File: src/rtl/sync_fifo_preload.sv
`default_nettype none
// ============================================================================
// Module      : sync_fifo_preload
// Description : Single-clock FIFO whose storage is filled after reset (and on
//               request) with the arithmetic sequence
//               INIT_BASE + k*INIT_STEP, k = 0..DEPTH-1 (mod 2^WIDTH). It is
//               used as the free-address pool for the switch buffer manager.
//               It provides an occupancy count, registered full/empty and
//               programmable almost-full/almost-empty flags, and one-cycle
//               error pulses for rejected requests.
//
// Build option: FIFO_PRELOAD_EN
//               defined   - the INIT fill engine is built. Reset or
//                           fifo_reinit refills all DEPTH entries over
//                           DEPTH cycles.
//               undefined - no fill engine. Reset and fifo_reinit leave the
//                           FIFO empty, and fifo_init_done rises on the first
//                           clock edge after reset release.
//
// Parameters  : WIDTH      data width (WIDTH >= log2(DEPTH))
//               DEPTH      entries, power of 2, 4..1024
//               INIT_BASE  first preloaded value
//               INIT_STEP  increment between preloaded values
//               AFULL_TH   fifo_afull  when count >= AFULL_TH
//               AEMPTY_TH  fifo_aempty when count <= AEMPTY_TH
//
// Ports       : clk            in   clock
//               rst_n          in   asynchronous active-low reset
//               fifo_reinit    in   restart initialisation (honoured in RUN)
//               fifo_wr_en     in   write request
//               fifo_wr_data   in   write data [WIDTH]
//               fifo_rd_en     in   read request
//               fifo_rd_data   out  registered read data [WIDTH], 1-cycle latency
//               fifo_full      out  count == DEPTH
//               fifo_empty     out  count == 0
//               fifo_afull     out  almost full
//               fifo_aempty    out  almost empty
//               fifo_count     out  occupancy [log2(DEPTH)+1]
//               fifo_init_done out  high in RUN state
//               fifo_wr_err    out  one-cycle pulse per rejected write
//               fifo_rd_err    out  one-cycle pulse per rejected read
//
// Revision    : 1.0  initial release
// ============================================================================
module sync_fifo_preload #(
    parameter int WIDTH     = 6,
    parameter int DEPTH     = 32,
    parameter int INIT_BASE = 0,
    parameter int INIT_STEP = 1,
    parameter int AFULL_TH  = DEPTH - 2,
    parameter int AEMPTY_TH = 2
) (
    input  logic                     clk,
    input  logic                     rst_n,
    input  logic                     fifo_reinit,
    input  logic                     fifo_wr_en,
    input  logic [WIDTH-1:0]         fifo_wr_data,
    input  logic                     fifo_rd_en,
    output logic [WIDTH-1:0]         fifo_rd_data,
    output logic                     fifo_full,
    output logic                     fifo_empty,
    output logic                     fifo_afull,
    output logic                     fifo_aempty,
    output logic [$clog2(DEPTH):0]   fifo_count,
    output logic                     fifo_init_done,
    output logic                     fifo_wr_err,
    output logic                     fifo_rd_err
);

    // ------------------------------------------------------------------------
    // Constants
    // ------------------------------------------------------------------------
    localparam int c_AW = $clog2(DEPTH);   // pointer width
    localparam int c_CW = c_AW + 1;        // count width (must hold DEPTH)

    localparam logic [c_CW-1:0] c_DEPTH_CNT = c_CW'(DEPTH);
    localparam logic [c_CW-1:0] c_AFULL_TH  = c_CW'(AFULL_TH);
    localparam logic [c_CW-1:0] c_AEMPTY_TH = c_CW'(AEMPTY_TH);

    // In the build without the fill engine the reset state is held for only
    // one cycle and performs no writes; it exists so that fifo_init_done
    // rises on the first edge after reset release.
    localparam logic [0:0] c_ST_INIT = 1'b0;
    localparam logic [0:0] c_ST_RUN  = 1'b1;

`ifdef FIFO_PRELOAD_EN
    localparam logic [c_AW-1:0]  c_LAST_IDX  = c_AW'(DEPTH - 1);
    localparam logic [WIDTH-1:0] c_INIT_BASE = WIDTH'(INIT_BASE);
    localparam logic [WIDTH-1:0] c_INIT_STEP = WIDTH'(INIT_STEP);
`else
    // The preload values have no meaning in this build; fold them into a
    // dangling signal so the parameters remain referenced.
    logic w_unused_init;
    assign w_unused_init = ^{WIDTH'(INIT_BASE), WIDTH'(INIT_STEP)};
`endif

    // ------------------------------------------------------------------------
    // State
    // ------------------------------------------------------------------------
    logic [0:0]        r_state;
    logic [c_AW-1:0]   r_wr_ptr;
    logic [c_AW-1:0]   r_rd_ptr;
    logic [c_CW-1:0]   r_count;
    logic [WIDTH-1:0]  r_rd_data;
    logic              r_full;
    logic              r_empty;
    logic              r_afull;
    logic              r_aempty;
    logic              r_wr_err;
    logic              r_rd_err;

    // Storage array; intentionally not reset.
    logic [WIDTH-1:0]  r_mem [DEPTH];

`ifdef FIFO_PRELOAD_EN
    logic [c_AW-1:0]   r_init_idx;
    logic [WIDTH-1:0]  r_init_val;   // running INIT_BASE + idx*INIT_STEP
    logic [c_AW-1:0]   w_init_idx_nxt;
    logic [WIDTH-1:0]  w_init_val_nxt;
`endif

    // ------------------------------------------------------------------------
    // Next-state logic
    // ------------------------------------------------------------------------
    logic [0:0]        w_state_nxt;
    logic [c_AW-1:0]   w_wr_ptr_nxt;
    logic [c_AW-1:0]   w_rd_ptr_nxt;
    logic [c_CW-1:0]   w_count_nxt;
    logic              w_rd_acc;
    logic              w_wr_acc;
    logic              w_wr_err_nxt;
    logic              w_rd_err_nxt;
    logic              w_mem_we;
    logic [WIDTH-1:0]  w_mem_wdata;

    always_comb begin
        w_state_nxt  = r_state;
        w_wr_ptr_nxt = r_wr_ptr;
        w_rd_ptr_nxt = r_rd_ptr;
        w_count_nxt  = r_count;
        w_rd_acc     = 1'b0;
        w_wr_acc     = 1'b0;
        w_wr_err_nxt = 1'b0;
        w_rd_err_nxt = 1'b0;
        w_mem_we     = 1'b0;
        w_mem_wdata  = fifo_wr_data;
`ifdef FIFO_PRELOAD_EN
        w_init_idx_nxt = r_init_idx;
        w_init_val_nxt = r_init_val;
`endif

        if (r_state == c_ST_INIT) begin
            // Requests are never served before RUN; each one is flagged.
            // fifo_reinit has no effect here.
            w_wr_err_nxt = fifo_wr_en;
            w_rd_err_nxt = fifo_rd_en;
`ifdef FIFO_PRELOAD_EN
            // The fill writes through the normal write pointer, so after the
            // last entry wr_ptr has wrapped back to 0 and count == DEPTH.
            w_mem_we       = 1'b1;
            w_mem_wdata    = r_init_val;
            w_wr_ptr_nxt   = r_wr_ptr + 1'b1;
            w_count_nxt    = r_count + 1'b1;
            w_init_idx_nxt = r_init_idx + 1'b1;
            w_init_val_nxt = r_init_val + c_INIT_STEP;
            if (r_init_idx == c_LAST_IDX) begin
                w_state_nxt = c_ST_RUN;
            end
`else
            w_state_nxt = c_ST_RUN;
`endif
        end else if (fifo_reinit) begin
            // Concurrent read/write requests are dropped silently.
            w_wr_ptr_nxt = '0;
            w_rd_ptr_nxt = '0;
            w_count_nxt  = '0;
`ifdef FIFO_PRELOAD_EN
            w_state_nxt    = c_ST_INIT;
            w_init_idx_nxt = '0;
            w_init_val_nxt = c_INIT_BASE;
`endif
        end else begin
            // A write into a full FIFO is allowed when a read frees a slot in
            // the same cycle. A write into an empty FIFO is not bypassed to a
            // concurrent read; the read is rejected.
            w_rd_acc     = fifo_rd_en && (r_count != '0);
            w_wr_acc     = fifo_wr_en && ((r_count != c_DEPTH_CNT) || w_rd_acc);
            w_rd_err_nxt = fifo_rd_en && !w_rd_acc;
            w_wr_err_nxt = fifo_wr_en && !w_wr_acc;

            if (w_rd_acc) begin
                w_rd_ptr_nxt = r_rd_ptr + 1'b1;
            end
            if (w_wr_acc) begin
                w_mem_we     = 1'b1;
                w_wr_ptr_nxt = r_wr_ptr + 1'b1;
            end

            case ({w_wr_acc, w_rd_acc})
                2'b10:   w_count_nxt = r_count + 1'b1;
                2'b01:   w_count_nxt = r_count - 1'b1;
                default: w_count_nxt = r_count;
            endcase
        end
    end

    // ------------------------------------------------------------------------
    // Control registers
    // ------------------------------------------------------------------------
    always_ff @(posedge clk or negedge rst_n) begin
        if (!rst_n) begin
            r_state   <= c_ST_INIT;
            r_wr_ptr  <= '0;
            r_rd_ptr  <= '0;
            r_count   <= '0;
            r_rd_data <= '0;
            r_full    <= 1'b0;
            r_empty   <= 1'b1;
            r_afull   <= 1'b0;
            r_aempty  <= 1'b1;
            r_wr_err  <= 1'b0;
            r_rd_err  <= 1'b0;
        end else begin
            r_state  <= w_state_nxt;
            r_wr_ptr <= w_wr_ptr_nxt;
            r_rd_ptr <= w_rd_ptr_nxt;
            r_count  <= w_count_nxt;
            r_wr_err <= w_wr_err_nxt;
            r_rd_err <= w_rd_err_nxt;

            // Read data holds until the next accepted read.
            if (w_rd_acc) begin
                r_rd_data <= r_mem[r_rd_ptr];
            end

            // Flags come from the next count so they line up with fifo_count.
            r_full   <= (w_count_nxt == c_DEPTH_CNT);
            r_empty  <= (w_count_nxt == '0);
            r_afull  <= (w_count_nxt >= c_AFULL_TH);
            r_aempty <= (w_count_nxt <= c_AEMPTY_TH);
        end
    end

`ifdef FIFO_PRELOAD_EN
    always_ff @(posedge clk or negedge rst_n) begin
        if (!rst_n) begin
            r_init_idx <= '0;
            r_init_val <= c_INIT_BASE;
        end else begin
            r_init_idx <= w_init_idx_nxt;
            r_init_val <= w_init_val_nxt;
        end
    end
`endif

    // ------------------------------------------------------------------------
    // Storage
    // ------------------------------------------------------------------------
    always_ff @(posedge clk) begin
        if (w_mem_we) begin
            r_mem[r_wr_ptr] <= w_mem_wdata;
        end
    end

    // ------------------------------------------------------------------------
    // Outputs
    // ------------------------------------------------------------------------
    assign fifo_rd_data   = r_rd_data;
    assign fifo_full      = r_full;
    assign fifo_empty     = r_empty;
    assign fifo_afull     = r_afull;
    assign fifo_aempty    = r_aempty;
    assign fifo_count     = r_count;
    assign fifo_init_done = (r_state == c_ST_RUN);
    assign fifo_wr_err    = r_wr_err;
    assign fifo_rd_err    = r_rd_err;

endmodule

`default_nettype wire
File: config.mk
export PLATFORM = sky130hd
export DESIGN_NAME = sync_fifo_preload
export DESIGN_NICKNAME = d
export VERILOG_FILES = /design/src/rtl/sync_fifo_preload.sv
export SDC_FILE = /design/constraint.sdc
export NUM_CORES = 1
export LEC_CHECK = 0
export ABC_AREA = 1
export BUFFER_PORTS_ARGS = -buffer_cell sky130_fd_sc_hd__buf_2
export CAP_MARGIN = 15
export CELL_PAD_IN_SITES_DETAIL_PLACEMENT = 0
export CELL_PAD_IN_SITES_GLOBAL_PLACEMENT = 1
export CORE_MARGIN = 3
export CORE_UTILIZATION = 35
export DETAILED_ROUTE_END_ITERATION = 6
export GPL_TIMING_DRIVEN = 0
export MAX_ROUTING_LAYER = met4
export PLACE_DENSITY = 0.69
export SYNTH_ARGS = -nofsm -noshare
export SYNTH_HDL_FRONTEND = slang
export SYNTH_SLANG_ARGS = --single-unit
File: constraint.sdc
create_clock -name clk -period 2.7 [get_ports clk]
set_input_delay 0.27 -clock clk [delete_from_list [all_inputs] [get_ports clk]]
set_output_delay 0.27 -clock clk [all_outputs]
set_load 0.005 [all_outputs]
==> results.txt <==
Drt first-iter violations - 406
Peak VDD IR - 0.000438 V
Hold Fails Final Rpt - 0
Fin crit share - 93.6%
Critical Path RT - 2860 ps
Worst min-delay path startpoint - fifo_rd_en
Setup violators final - 0
Synth Register Bits - 221
Leakage - 3.73 nW
Dominant cells by area after synthesis - edfxtp_1 (61%), dfrtp_1 (7.2%), nor2_1 (5.3%), o21ai_0 (4.0%), nand2_1 (3.7%)
Area growth syn-to-layout - 14.4%
Yosys top cell by area - edfxtp_1
CP Capture Point - r_mem[21][0]$_DFFE_PP_
Yosys warning count - 0
Mean post-synth cell area - 11.8 um^2
Largest net degree at the start of global routing - 33
Share of cells above drive strength 1 - 14.9%
Number of flops mapped to enable cells by yosys - 192
FILL cells - 2520
Dpl cells - 1166
Register-to-Register Path Depth - 7
Setup WS post-layout - 173 ps
Clock Path Buffers - 3
# Max-Cap Violations - 0
Gr ovfl total - 0
Final net count - 879
Die ar. - 28900 um^2
First-pass GRT wire length - 37200 um
R2R setup slack - 170 ps
Core area - 26300 um^2
Distinct cells, synth - 35
Detailed Routing Iterations Pass 1 - 7
Clock latency on the worst-skew pair - 510 ps
Final hold slack - 105 ps
Setup Buffers After CTS - 0
H-tree depth - 1
Post-DP HPWL - 16700 um
Pre-CTS setup slack - 106 ps
Ant. Diodes - 0
Sequential area share after synthesis - 68.9%
Kind of end point of the critical path - flop
Crit-path slowest cell - nor2_2
Status - complete, no violations
WL/cell - 20.7 um
FF-to-FF Start - fifo_init_done$_DFF_PN0_
Height of the die - 170 um
Ports - 30
Clock Skew - 15.7 ps
Critical path fanouts, max - 8
TritonCTS clock tree - yes
Clock Root Buffer - clkbuf_16
Fin. max-slew vios - 0
WP data arrival - 2690 ps
Finished Layout Cells - 1207
Element type at the critical path start - flop
Row cnt - 59
Hold Path Class - primary input to flop
Final min period - 2530 ps
Num Clock Sinks - 221
CP dominant cell by count - nor2_2
Async SR Flop Fraction - 13.1%
Slew HR - 50.2%
Cell count after synthesis - 802
Setup TNS - 0 ps
Worst slew pin tran - 748 ps
Drt drc - 0
# port buffers - 29
Die width - 170 um
Crit-path cells - buf_2 -> inv_2 -> nor2_2 -> inv_1 -> nor2_4 -> nand2_1 -> nor2_2
Mapped Nets - 823
Largest stage delay on the critical path - 510 ps
RSZ-0062 raised after global routing - yes
Pwr/cell area - 812 nW/um^2
Count leader, synth - edfxtp_1
Commonest register cell after synthesis - edfxtp_1
Post-route ant nets - 0
Fmax - 396 MHz
RR Endpoint - r_mem[21][0]$_DFFE_PP_
Total CTS buffers - 24
Routed vias - 6408
Starting Density - 35.9%
Vias in the first global route - 6290
CP Class - flop to flop
Area of the mapped netlist - 9430 um^2
Fin util - 41.0%
Reg clk slew, reported paths - 60 ps
Top-area cell type share of the netlist area - 61.2%
Commonest cells in the netlist - edfxtp_1 (192), nor2_1 (132), nand2_1 (93)
GRT Util Overall - 17.6%
Initial antenna violation count - 0
Placer's final routability congestion estimate - 0.854
Critical path startpoint - fifo_init_done$_DFF_PN0_
Vias per inst - 5.31
Drt total wl - 25000 um
layout make-up:
cell class              instances  area, um^2  area share (%)
clock buffers                  32         662            6.14
inverters                      47         176            1.64
repair buffers                 30         155            1.44
flip-flops and latches        221        6490            60.2
multi-input cells             492        2640            24.5
well taps                     335         419            3.89
clock inverters                 8        63.8           0.592
plain buffers                  42         174            1.61
sequential cells by signal (all words and copies together), names as in the netlist:
name / flops
fifo_rd_data: 6
r_rd_ptr: 5
fifo_empty: 1
fifo_rd_err: 1
fifo_full: 1
r_mem: 192
fifo_wr_err: 1
fifo_init_done: 1
fifo_aempty: 1
fifo_count: 6
r_wr_ptr: 5
fifo_afull: 1
worst max-delay path: cells and delay by family, from the launching register on:
kind | cells | cell delay [ps]
flops | 1 | 340
simple gates | 4 | 1400
buf+inv | 3 | 450
through the flow:
step	total power [mW]	cell area, um^2
final	8.76	10800
after global routing	9.13	10800
after CTS	8.81	10700
after detailed placement	5.79	9990
after global placement	5.78	9990
after floorplan	5.09	9430
cell usage in the layout, fill, tap and decap left out, types with 2 or more instances in the layout:
master and count:
xnor2_1 4, buf_2 42, dfstp_2 2, o2111ai_1 6
nor2_1 111, a211oi_1 2, buf_1 3, nand2_2 7
clkinv_2 3, xor2_1 5, a21oi_1 10, clkinv_1 4
nand2_1 93, o211ai_1 41, nand3_4 2, dfrtp_1 26
clkbuf_16 25, o21ai_0 76, nand3_2 4, nand2_4 2
clkbuf_1 32, nand3b_1 3, inv_1 41, o22ai_1 18
edfxtp_1 192, nor2_2 28, nor2_4 5, inv_2 5
o21ai_1 5, nand4_1 7, ha_1 9, nand3_1 49
repair_timing:
item / CTS / global route
gates resized for setup: 0 / 23
hold buffers: 1 / 0
endpoints found under the setup margin: 0 / 123
endpoints found under the hold margin: 27 / 0
kinds of logic after synthesis:
logic type / count (synthesis) / share of synthesized area [%]
AO/OA/AOI/OAI: 159 / 10.1
XOR/XNOR: 9 / 0.836
adder cells (fa/ha/maj): 10 / 1.41
buffers and inverters: 89 / 3.72
flip-flops: 221 / 68.9
other: 1 / 0.0398
AND/OR/NAND/NOR: 313 / 15.0
worst min-delay path by stage:
stage,endpoint,cells past startpoint
after floorplan,fifo_afull$_DFF_PN0_,0
after global placement,r_wr_ptr[3]$_DFFE_PN0P_,1
after detailed placement,r_wr_ptr[3]$_DFFE_PN0P_,1
after CTS,fifo_rd_err$_DFF_PN0_,3
after global routing,fifo_rd_err$_DFF_PN0_,3
final,fifo_rd_err$_DFF_PN0_,3
where the power goes:
group	total, mW	internal, mW	switching (mW)
logic	1.80	0.548	1.25
clock network	3.03	1.80	1.23
registers	3.93	3.84	0.0945
total	8.76	6.18	2.58
metal layers:
layer | share of wire (%) | wire length, um | up-vias | GRT usage [%]
met5 | 0 | 0 | - | -
met4 | 3.5 | 886 | 0 | 6.38
met1 | 43 | 10700 | 3199 | 22.7
met3 | 5.3 | 1330 | 46 | 2.32
met2 | 48 | 12000 | 195 | 28.6
li1 | - | - | 2968 | -
(Power assumes the default switching activity.)
